===== src/rtl/serial_bit_feeder.sv =====
// -----------------------------------------------------------------------------
// serial_bit_feeder
//
// Parallel-to-serial stage feeding the single-bit input of the downstream
// serial pattern detector. WIDTH-bit words are taken in through a valid/ready
// handshake and shifted out one bit per clock. A one-word holding register
// lets the next word be taken while the current one is still shifting, so a
// continuously valid source streams with no idle cycle between words.
//
// Handshake: a word is accepted on a rising edge where i_load_valid and
// o_load_ready are both high and reset is low. o_load_ready is combinational
// (!hold_full). A source seeing o_load_ready low keeps i_data_in and
// i_load_valid stable until it is accepted.
//
// Ports:
//   clock            system clock, rising edge
//   reset            synchronous, active-high reset
//   i_data_in        parallel word to serialise
//   i_load_valid     i_data_in is valid this cycle
//   o_load_ready     a word can be accepted this cycle
//   o_w              serial bit to the detector (0 when o_w_valid is low)
//   o_w_valid        o_w carries a payload bit this cycle
//   o_busy           high while shifting (same as o_w_valid)
//   o_words_sent     number of fully shifted words, wraps 255 -> 0
//   o_dbg_state      current FSM state (0 = IDLE, 1 = SHIFT)
//   o_dbg_hold_full  holding register contains a pending word
// -----------------------------------------------------------------------------
module serial_bit_feeder #(
    parameter int WIDTH     = 8,
    parameter bit MSB_FIRST = 1'b1
) (
    input  logic             clock,
    input  logic             reset,
    input  logic [WIDTH-1:0] i_data_in,
    input  logic             i_load_valid,
    output logic             o_load_ready,
    output logic             o_w,
    output logic             o_w_valid,
    output logic             o_busy,
    output logic [7:0]       o_words_sent,
    output logic             o_dbg_state,
    output logic             o_dbg_hold_full
);

    localparam int CNT_W = $clog2(WIDTH);
    localparam logic [CNT_W-1:0] CNT_LAST = CNT_W'(WIDTH - 1);

    typedef enum logic {
        S_IDLE  = 1'b0,
        S_SHIFT = 1'b1
    } state_t;

    state_t             r_state;
    logic [WIDTH-1:0]   r_sr;
    logic [WIDTH-1:0]   r_hr;
    logic               r_hold_full;
    logic [CNT_W-1:0]   r_cnt;
    logic [7:0]         r_words_sent;

    logic               w_accept;
    logic               w_shifting;
    logic               w_out_bit;
    logic [WIDTH-1:0]   w_sr_next;

    assign w_shifting = (r_state == S_SHIFT);
    assign w_accept   = i_load_valid && !r_hold_full;

    // The outgoing bit sits at the end the register shifts toward; zeros
    // are filled in at the opposite end.
    assign w_out_bit = MSB_FIRST ? r_sr[WIDTH-1] : r_sr[0];
    assign w_sr_next = MSB_FIRST ? {r_sr[WIDTH-2:0], 1'b0}
                                 : {1'b0, r_sr[WIDTH-1:1]};

    always_ff @(posedge clock) begin
        if (reset) begin
            r_state      <= S_IDLE;
            r_sr         <= '0;
            r_hr         <= '0;
            r_hold_full  <= 1'b0;
            r_cnt        <= '0;
            r_words_sent <= 8'd0;
        end else begin
            case (r_state)
                S_IDLE: begin
                    if (w_accept) begin
                        r_sr    <= i_data_in;
                        r_cnt   <= '0;
                        r_state <= S_SHIFT;
                    end
                end
                S_SHIFT: begin
                    if (r_cnt != CNT_LAST) begin
                        r_sr  <= w_sr_next;
                        r_cnt <= r_cnt + CNT_W'(1);
                        if (w_accept) begin
                            r_hr        <= i_data_in;
                            r_hold_full <= 1'b1;
                        end
                    end else begin
                        r_words_sent <= r_words_sent + 8'd1;
                        r_cnt        <= '0;
                        if (r_hold_full) begin
                            // load_ready is low here, so no accept can collide
                            r_sr        <= r_hr;
                            r_hold_full <= 1'b0;
                        end else if (w_accept) begin
                            // Empty hold: the new word goes straight to the
                            // shifter so streaming continues without a gap.
                            r_sr <= i_data_in;
                        end else begin
                            r_sr    <= w_sr_next;
                            r_state <= S_IDLE;
                        end
                    end
                end
                default: r_state <= S_IDLE;
            endcase
        end
    end

    assign o_load_ready    = !r_hold_full;
    assign o_w_valid       = w_shifting;
    assign o_busy          = w_shifting;
    assign o_w             = w_shifting && w_out_bit;
    assign o_words_sent    = r_words_sent;
    assign o_dbg_state     = r_state;
    assign o_dbg_hold_full = r_hold_full;

endmodule


===== config.mk =====
export PLATFORM = sky130hd
export DESIGN_NAME = serial_bit_feeder
export DESIGN_NICKNAME = d
export VERILOG_FILES = /design/src/rtl/serial_bit_feeder.sv
export SDC_FILE = /design/constraint.sdc
export NUM_CORES = 1
export LEC_CHECK = 0
export BUFFER_PORTS_ARGS = -buffer_cell sky130_fd_sc_hd__buf_2
export CORE_MARGIN = 4
export CORE_UTILIZATION = 54
export DETAILED_ROUTE_END_ITERATION = 16
export GPL_TIMING_DRIVEN = 0
export MAX_ROUTING_LAYER = met4
export PLACE_DENSITY = 0.89
export SLEW_MARGIN = 20
export SYNTH_ARGS = -nofsm -noshare
export SYNTH_HDL_FRONTEND = slang
export SYNTH_SLANG_ARGS = --single-unit

===== constraint.sdc =====
create_clock -name clock -period 1.77 [get_ports clock]
set_input_delay 0.0885 -clock clock [delete_from_list [all_inputs] [get_ports clock]]
set_output_delay 0.0885 -clock clock [all_outputs]
set_load 0.02 [all_outputs]

==> results.py <==
metrics = {
    "status": {
        "outcome": "completed",
    },
    "floorplan": {
        "ios": 25,
        "start_util_pct": 56.6,
        "die-area_um2": 3480,
        "die-height_um": 59.0,
        "die_x_um": 59.0,
        "core-area_um2": 2480,
        "rows": 18,
    },
    "worst_setup_path": {
        "worstPathArrival_ps": 1900,
        "worstPathMaxFanout": 9,
        "setup.worst_path.class": "flop to flop",
        "path_buf_inv": 1,
        "end_kind": "flop",
        "start_kind": "flop",
        "slowest_stage": "dfxtp_1",
        "critical_path_required_ps": 1990,
        "cpLargestDelayFamily": "simple AND/OR/NAND/NOR gates",
        "crit_path_cell_trace": "ha_2 > ha_1 > buf_4 > nand2b_4 > nor2_8 > mux2i_1 > nor2_1",
        "cpPeakStageDelay_ps": 340,
    },
    "clock_network": {
        "clk_latency_ps": 340,
        "ctsHoldBuffers": 0,
        "cts_buffers": 5,
        "clk_pin_slew_ps": 90,
        "h-tree-depth": 2,
        "tritoncts": "built",
        "cts_root_buf": "clkbuf_4",
        "cts_resized": 0,
        "post_cts_buffers": 0,
        "clock-sinks": 29,
        "cts.path.max_buffers": 2,
    },
    "power": {
        "p_leak_nw": 0.684,
        "clockPowerShare_pct": 39.2,
        "worst_ir_drop_vdd_mv": 0.727,
        "switching_share_pct": 24.9,
        "pwr-share-comb_pct": 13.1,
        "p_switching_w": 0.000362,
        "power_frac_seq_pct": 47.7,
        "p_per_area_nw_per_um2": 882,
        "p_int_w": 0.00109,
    },
    "timing": {
        "finalSetupViolations": 0,
        "rsz0062_at_grt": "no",
        "slew_violations": 0,
        "fin_skew_ps": 5.50,
        "timing.final.hold_violations": 0,
        "min_period_over_period_pct": 95.2,
        "clock.fmax_ghz": 0.593,
        "setup_tns_ps": 0,
        "relSlewSlack_pct": 66.5,
        "fin_crit_ps": 1680,
        "fin_ws_ps": 85.0,
        "worst_pin_slew_ps": 503,
    },
    "placed_design": {
        "port_buffers": 24,
        "dpl.hpwl_um": 2420,
        "numPlacedInstances": 210,
        "dp_slack_ps": 20.8,
        "place_congestion": 0.817,
    },
    "routing": {
        "num_vias": 1283,
        "avgRoutedWirePerCell_um": 15.1,
        "drc_errors": 0,
        "routed_via_density": 5.89,
        "drt_iter0_drc": 111,
        "firstDrtPassIters": 4,
        "antenna_left": 0,
        "finalWirelength_um": 3280,
    },
    "layout": {
        "area_growth_syn_to_layout_pct": 17.8,
        "mostFrequentLayoutCell": "dfxtp_1",
        "drive_gt1_share_pct": 25.5,
        "mostFrequentLayoutCells": "dfxtp_1, buf_2, nor2_1",
        "finalNonFillerCells": 218,
        "nets": 202,
        "antenna_cells": 0,
    },
    "yosys": {
        "synth-seq-cells": 29,
        "synth_area_um2": 1400,
        "yosys_warnings": 0,
        "avgSynthCellArea_um2": 8.99,
        "netlist_instances": 156,
        "ys_top_cells_by_area": "dfxtp_1, mux2i_1, nor2_1",
        "ys_types": 38,
        "synth_nets": 171,
        "yosys.area.top_type": "dfxtp_1",
        "ys_seq_area_share_pct": 41.4,
        "synth_top_area_share_pct": 41.4,
    },
    "worst_hold_path": {
        "hp-class": "primary input to flop",
    },
    "run": {
        "maxCapViolCount": 0,
    },
    "global_routing": {
        "grt_pass1_wl_um": 5440,
        "gr-usage-all-layers_pct": 21.2,
        "grt_start_max_net_pins": 11,
        "gr-total-overflow": 0,
        "grt_pass1_vias": 1303,
        "antenna_found_initial": 0,
    },
}
-- per-layer routing --
layer	share of wire [%]	GRT usage (%)	vias to the layer above
met5	0	-	-
met4	2.9	11.3	0
met3	8.6	6.14	15
met2	50	35.2	60
met1	38	22.7	601
li1	-	-	607
-- registers in the layout, summed over array words and instances (netlist names) --
name,cells
o_words_sent,8
r_sr,8
r_cnt,3
o_dbg_hold_full,1
r_hr,8
o_busy,1
-- worst reg2reg max path, cell delays in order (launching register included) --
cell,delay (ps)
dfxtp_1,340
ha_2,200
ha_1,180
buf_4,170
nand2b_4,170
nor2_8,200
mux2i_1,250
nor2_1,60
-- final timing paths --
kind                                   start      end  slack, ps  cells after the start
worst max register to register      r_cnt[0]  r_hr[4]         90                      7
worst max-delay path                r_cnt[0]  r_hr[4]         90                      7
worst min-delay path            i_data_in[3]  r_hr[3]          5                      3
worst min register to register       r_sr[3]  r_sr[4]        500                      2
-- cells by family (layout without fill, tap and decap cells) --
family          after synthesis  after routing  share of synthesized area, %
compound gates               34             34                          16.3
xor+xnor                      6              6                          3.75
fa+ha+maj                     4              4                          3.57
buf+inv                      15             47                          6.78
flops                        29             29                          41.4
mux                           9              9                          6.42
simple gates                 59             59                          21.8
-- cells in the mapped netlist (all sizes together) --
master and n:
a21o 4, a21oi 8, a222oi 2, a22oi 7
a31oi 2, and2 1, and3 1, and3b 1
and4 1, buf 10, clkbuf 1, dfxtp 29
ha 4, inv 4, mux2i 9, nand2 16
nand2b 2, nand3 6, nand3b 3, nand4 1
nor2 22, nor2b 1, nor3 2, nor3b 1
o21ai 10, o22a 1, or3 1, xnor2 1
xor2 5
-- layout make-up --
cell class              instances  area [um^2]
clock inverters                 1         30.0
well taps                      30         37.5
flip-flops and latches         29          581
repair buffers                 24          120
clock buffers                   7         55.1
fillers                       210          825
inverters                       4         15.0
plain buffers                  11         80.1
multi-input cells             112          734
-- metrics by stage --
stage | utilization (%) | cell area (um^2) | hold slack (ps) | total power (W)
after floorplan | - | 1400 | 236 | 0.000842
after global placement | 63.0 | 1560 | 341 | 0.000889
after detailed placement | 63.0 | 1560 | 361 | 0.000898
after CTS | 66.4 | 1650 | 9.57 | 0.00146
after global routing | 66.7 | 1650 | 25.8 | 0.00151
final | 66.7 | 1650 | 4.52 | 0.00146
-- power by group through the flow --
stage / logic (W) / clock network, W / registers, W
CTS: 0.000189 / 0.000575 / 0.000695
global placement: 0.000181 / 0 / 0.000708
global route: 0.000206 / 0.000606 / 0.000698
floorplan: 0.000133 / 0 / 0.000710
detailed placement: 0.000189 / 0 / 0.000709
finish: 0.000191 / 0.000571 / 0.000695
(Power assumes the default switching activity.)
